**src/rtl/arm_pipe_pkg.sv**
```systemverilog
// Shared types and constants for the pipeline stall/flush controller.
package arm_pipe_pkg;

    typedef enum logic [1:0] {
        ST_RUN   = 2'd0,
        ST_HAZ   = 2'd1,
        ST_MEM   = 2'd2,
        ST_FLUSH = 2'd3
    } pipe_state_t;

    localparam int PERF_CNT_W       = 16;
    localparam int FLUSH_CYCLES_DEF = 1;
    localparam int MAX_STALL_DEF    = 15;

endpackage

```
**src/rtl/pipeline_stall_ctrl_sat_counter.sv**
```systemverilog
// Saturating up-counter with synchronous clear, used for the performance counters.
module sat_counter #(
    parameter int WIDTH = 16
) (
    input  logic             clk,
    input  logic             rst,
    input  logic             inc,
    input  logic             clear,
    output logic [WIDTH-1:0] count
);

    always_ff @(posedge clk or posedge rst) begin
        if (rst) begin
            count <= '0;
        end else if (clear) begin
            count <= '0;
        end else if (inc && (count != {WIDTH{1'b1}})) begin
            count <= count + WIDTH'(1);
        end
    end

endmodule

```
**src/rtl/pipeline_stall_ctrl.sv**
```systemverilog
// Pipeline stall/flush controller: memory wait, branch flush, RAW hazard stall with watchdog.
// Define STALL_PERF_CNT_EN to build the stall_cycles / flush_count performance counters.
//
// state | meaning
// RUN   | pipeline flowing, no control asserted
// HAZ   | RAW hazard stall: front end frozen, bubble into ID/EXE
// MEM   | data memory busy: whole pipe frozen, flush/stall progress held
// FLUSH | post-branch flush cycles still owed (flush_rem_q > 0)
module pipeline_stall_ctrl
    import arm_pipe_pkg::*;
#(
    parameter int FLUSH_CYCLES = FLUSH_CYCLES_DEF,
    parameter int MAX_STALL    = MAX_STALL_DEF
) (
    input  logic                  clk,
    input  logic                  rst,
    input  logic                  hazard_detected,
    input  logic                  branch_taken,
    input  logic                  mem_ready,
    output logic                  freeze_if,
    output logic                  freeze_id,
    output logic                  freeze_exe_mem,
    output logic                  bubble_id_exe,
    output logic                  flush_if_id,
    output logic                  stall_timeout,
    output logic [PERF_CNT_W-1:0] stall_cycles,
    output logic [PERF_CNT_W-1:0] flush_count
);

    localparam logic [1:0] FLUSH_REM_INIT = 2'(FLUSH_CYCLES - 1);
    localparam logic [7:0] STALL_MAX      = 8'(MAX_STALL);
    localparam logic [7:0] STALL_TRIP     = 8'(MAX_STALL - 1);

    pipe_state_t state_q, state_d;
    logic [1:0]  flush_rem_q, flush_rem_d;
    logic [7:0]  stall_cnt_q, stall_cnt_d;
    logic        timeout_q, timeout_d;
    logic        flush_active;
    logic        f_if, f_id, f_em, bub, fl;

    always_ff @(posedge clk or posedge rst) begin
        if (rst) begin
            state_q     <= ST_RUN;
            flush_rem_q <= '0;
            stall_cnt_q <= '0;
            timeout_q   <= 1'b0;
        end else begin
            state_q     <= state_d;
            flush_rem_q <= flush_rem_d;
            stall_cnt_q <= stall_cnt_d;
            timeout_q   <= timeout_d;
        end
    end

    // A flush interrupted by a memory wait resumes from MEM with its remaining count.
    assign flush_active = (state_q == ST_FLUSH) ||
                          ((state_q == ST_MEM) && (flush_rem_q != 2'd0));

    always_comb begin
        state_d     = state_q;
        flush_rem_d = flush_rem_q;
        stall_cnt_d = stall_cnt_q;
        timeout_d   = timeout_q;
        f_if        = 1'b0;
        f_id        = 1'b0;
        f_em        = 1'b0;
        bub         = 1'b0;
        fl          = 1'b0;
        if (!mem_ready) begin
            f_if    = 1'b1;
            f_id    = 1'b1;
            f_em    = 1'b1;
            state_d = ST_MEM;
        end else begin
            if (!hazard_detected) begin
                stall_cnt_d = '0;
            end
            if (branch_taken) begin
                fl          = 1'b1;
                bub         = 1'b1;
                flush_rem_d = FLUSH_REM_INIT;
                state_d     = (FLUSH_REM_INIT != 2'd0) ? ST_FLUSH : ST_RUN;
            end else if (flush_active) begin
                fl          = 1'b1;
                bub         = 1'b1;
                flush_rem_d = flush_rem_q - 2'd1;
                state_d     = (flush_rem_q == 2'd1) ? ST_RUN : ST_FLUSH;
            end else if (hazard_detected) begin
                f_if    = 1'b1;
                f_id    = 1'b1;
                bub     = 1'b1;
                state_d = ST_HAZ;
                if (stall_cnt_q != STALL_MAX) begin
                    stall_cnt_d = stall_cnt_q + 8'd1;
                end
                if (stall_cnt_q >= STALL_TRIP) begin
                    timeout_d = 1'b1;
                end
            end else begin
                state_d = ST_RUN;
            end
        end
    end

    assign freeze_if      = f_if & ~rst;
    assign freeze_id      = f_id & ~rst;
    assign freeze_exe_mem = f_em & ~rst;
    assign bubble_id_exe  = bub  & ~rst;
    assign flush_if_id    = fl   & ~rst;
    assign stall_timeout  = timeout_q;

`ifdef STALL_PERF_CNT_EN
    logic branch_acc;
    assign branch_acc = branch_taken & mem_ready & ~rst;

    sat_counter #(.WIDTH(PERF_CNT_W)) u_stall_perf (
        .clk   (clk),
        .rst   (rst),
        .inc   (freeze_if),
        .clear (1'b0),
        .count (stall_cycles)
    );

    sat_counter #(.WIDTH(PERF_CNT_W)) u_flush_perf (
        .clk   (clk),
        .rst   (rst),
        .inc   (branch_acc),
        .clear (1'b0),
        .count (flush_count)
    );
`else
    assign stall_cycles = '0;
    assign flush_count  = '0;
`endif

endmodule

```
**config.mk**
```make
export PLATFORM = sky130hd
export DESIGN_NAME = pipeline_stall_ctrl
export DESIGN_NICKNAME = d
export VERILOG_FILES = /design/src/rtl/arm_pipe_pkg.sv /design/src/rtl/pipeline_stall_ctrl_sat_counter.sv /design/src/rtl/pipeline_stall_ctrl.sv
export SDC_FILE = /design/constraint.sdc
export NUM_CORES = 1
export LEC_CHECK = 0
export ABC_AREA = 1
export CORE_MARGIN = 2
export CORE_UTILIZATION = 30
export DETAILED_ROUTE_END_ITERATION = 7
export SLEW_MARGIN = 20
export SYNTH_ARGS = -nofsm -noshare
export SYNTH_HDL_FRONTEND = slang
export SYNTH_HIERARCHICAL = 1
export SYNTH_SLANG_ARGS = --single-unit
```
**constraint.sdc**
```tcl
create_clock -name clk -period 1.5 [get_ports clk]
set_input_delay 0.3 -clock clk [delete_from_list [all_inputs] [get_ports clk]]
set_output_delay 0.3 -clock clk [all_outputs]
set_load 0.02 [all_outputs]
```
==> impl_results.md <==
* Drt total wl at 2.37 mm
* Final worst path period share at 119%
* Area delta synth->final at 35.8%
* Die ar. at 4290 sq um
* Num CTS Buffers at 3
* CP bufs+invs at 3
* Ys flop type: dfrtp_1
* DR WL/cell at 9.59 um
* Hpwl dp at between 1.5 and 2 mm
* Clk buf depth at 2
* Die H at 65.5 um
* Top cell type's share of synthesized area at 28.7%
* Max incr delay on CP at ~400 ps
* Top sig layer: met4
* DRT iter0 DRCs at 32
* Post-Syn Area at around 1100 sq um
* Register bit count reported by yosys at 13
* Top cells by area, synth: dfrtp_1 29%, buf_4 22%, nand2_1 9.9%, inv_1 8.3%, ha_1 4.4%
* Cts hold-fix bufs at 0
* Post-route setup slack at -281 ps
* CP max-delay cell: dfrtp_1
* Post-synth EDFFs at 0
* Final non-filler cell total at 247
* Placed cell count at 234
* Hold slack at 462 ps
* Antenna diodes at 0
* Critical path arrival at 1480 ps
* Fin. Hold Viols at 0
* Leading cell type by number of instances after synthesis: buf_4
* Largest delay contributor family on the critical path: flip-flops
* Share of cells above drive strength 1 at 35.2%
* CTS H-tree depth at 1
* Clock root buffer: clkbuf_8
* # rows at 22
* RSZ-0062 raised after global routing: yes
* Vias in the first global route at a little over 900
* Top Ports at 43
* Pre-CTS setup slack at -631 ps
* Layout Utilization at 42.1%
* Power Density at 1110 nW/um^2
* Total GRT Usage at 12.5%
* Final nets at 209
* Met2 WL at 1.15 mm
* Die Wd at 65.5 um
* Top cells by count, synth: 34 x buf_4, 30 x nand2_1, 25 x inv_1
* Max-cap violations at 0
* Critical Path Sink Type: output port
* Global-route wire length before repair at ~4 mm
* Sink Count at 13
* Tot Pwr at approximately 1700 uW
* Met3 wire len at 100 um
* Core ar. at 3660 sq um
* Netlist cell types at 20
* Ys Warns at 6
* Largest net degree at the start of global routing at 11
* Share of flip-flops with an asynchronous set or reset at 100%
* Setup Skew at 1.19 ps
* Crit path cell chain: inv_2 -> ha_4 -> nand2_4 -> nand2_4 -> nand2_4 -> nor2_4 -> inv_2 -> a21oi_4 -> buf_6
* Critical Path Source Type: flip-flop
* Worst skew pair latency at 250 ps
* Hold crit path type: flip-flop to flip-flop
* F_max at 0.561 GHz
* Area leader, netlist: dfrtp_1
* Residual DRC at 0
* Initial core utilization at 31.0%
* Failing checks: setup timing
* CTS tree: done
* Crit path kind: flip-flop to output port
* Drt pass-1 iters at 4
* Crit path time final at 1780 ps
* CP max FO at 3
* Routed Antenna Nets at 0
* GPL Wtd Cong at 0.771
* Met1 WL at 1.07 mm
* Clk pin slew, worst setup/hold paths at 60 ps
* Initial antenna violation count at 0
* Vias/cell at 4.00
* Vias at 989
* Remaining global-route overflow at 0
* VDD IR max at 0.293 mV
* Mapped Cells at 159
* Mean Syn Cell Area at just over 7 sq um
* Outcome: complete, but fails checks
* IO buf count at 10
* Most common cell on crit path: nand2_4
* Worst path required time at 1200 ps
* Max-slew violation count at 0
* Setup violators final at 6
* Leakage at ~0.0008 uW
* Register area share after synthesis at 28.7%
[worst reg2reg max path: stages, from the launching register on]
cell	delay, ps
dfrtp_1	390
inv_2	80
ha_4	140
nand2_4	50
nand2_4	70
nand2_4	60
buf_4	160
nor2_4	230
nand4_1	120
nand2_1	80
nor2_1	40
[what timing repair did]
action	CTS	global route
buffers inserted	10	6
hold endpoints to repair	0	0
endpoints found under the setup margin	7	14
resized for setup	35	16
pin swaps	9	12
[power by group]
group	switching, uW	internal, uW
Combinational	483	459
Clock	136	188
Sequential	36.0	405
[metal layers]
layer  vias up  track usage, %
met3         5            2.74
met4         0            7.03
met5         -               0
li1        504               -
met2        27            21.4
met1       453            14.2
[cells in the final DEF (no fill, tap or decap), drive strengths merged]
master         instances
o211ai                 1
a31oi                  1
dfrtp                 13
ha                     4
clkdlybuf4s50          4
nor2                  17
o21ai                  7
conb                  32
nand3                 10
nand2                 36
clkbuf                 4
inv                   25
buf                   34
or2                    1
dlymetal6s2s           1
a21oi                  4
nand4                  4
nor3                   1
[worst paths after layout]
| path | start | endpoint | slack, ps | cells past startpoint |
|---|---|---|---|---|
| min in group asynchronous | rst | stall_cnt_q[7] | 530 | 4 |
| max reg2reg | flush_rem_q[0] | stall_cnt_q[7] | -20 | 10 |
| min | stall_timeout | stall_timeout | 460 | 2 |
| min reg2reg | stall_timeout | stall_timeout | 460 | 2 |
| max | flush_rem_q[0] | freeze_if | -280 | 9 |
| max in group asynchronous | rst | flush_rem_q[1] | 840 | 4 |
[stage by stage]
stage | area [sq um] | setup TNS, ps
finish | 1540 | -918
global route | 1540 | -1730
CTS | 1490 | -1300
detailed placement | 1350 | -3810
global placement | 1350 | -3770
floorplan | 1290 | -142
[cell type report]
type,instances,area (sq um)
clock buffers,4,45.0
fillers,379,2120
inverters,25,93.8
multi-input cells,118,693
flip-flops and latches,13,325
well taps,48,60.1
repair buffers,39,324
[kinds of logic (layout without fill, tap and decap cells)]
group	after synthesis	in the layout	share of synthesized area, %
other	1	32	0.330
adder cells (fa/ha/maj)	4	4	4.41
flip-flops	13	13	28.7
AND/OR/NAND/NOR	69	69	29.1
AO/OA/AOI/OAI	13	13	6.73
buffers and inverters	59	68	30.8
[state kept, by name (all words and copies together) (netlist names)]
name and cells:
stall_timeout 1, flush_rem_q 2, state_q 2, stall_cnt_q 8
No activity file was read; power rests on OpenSTA's default activity.
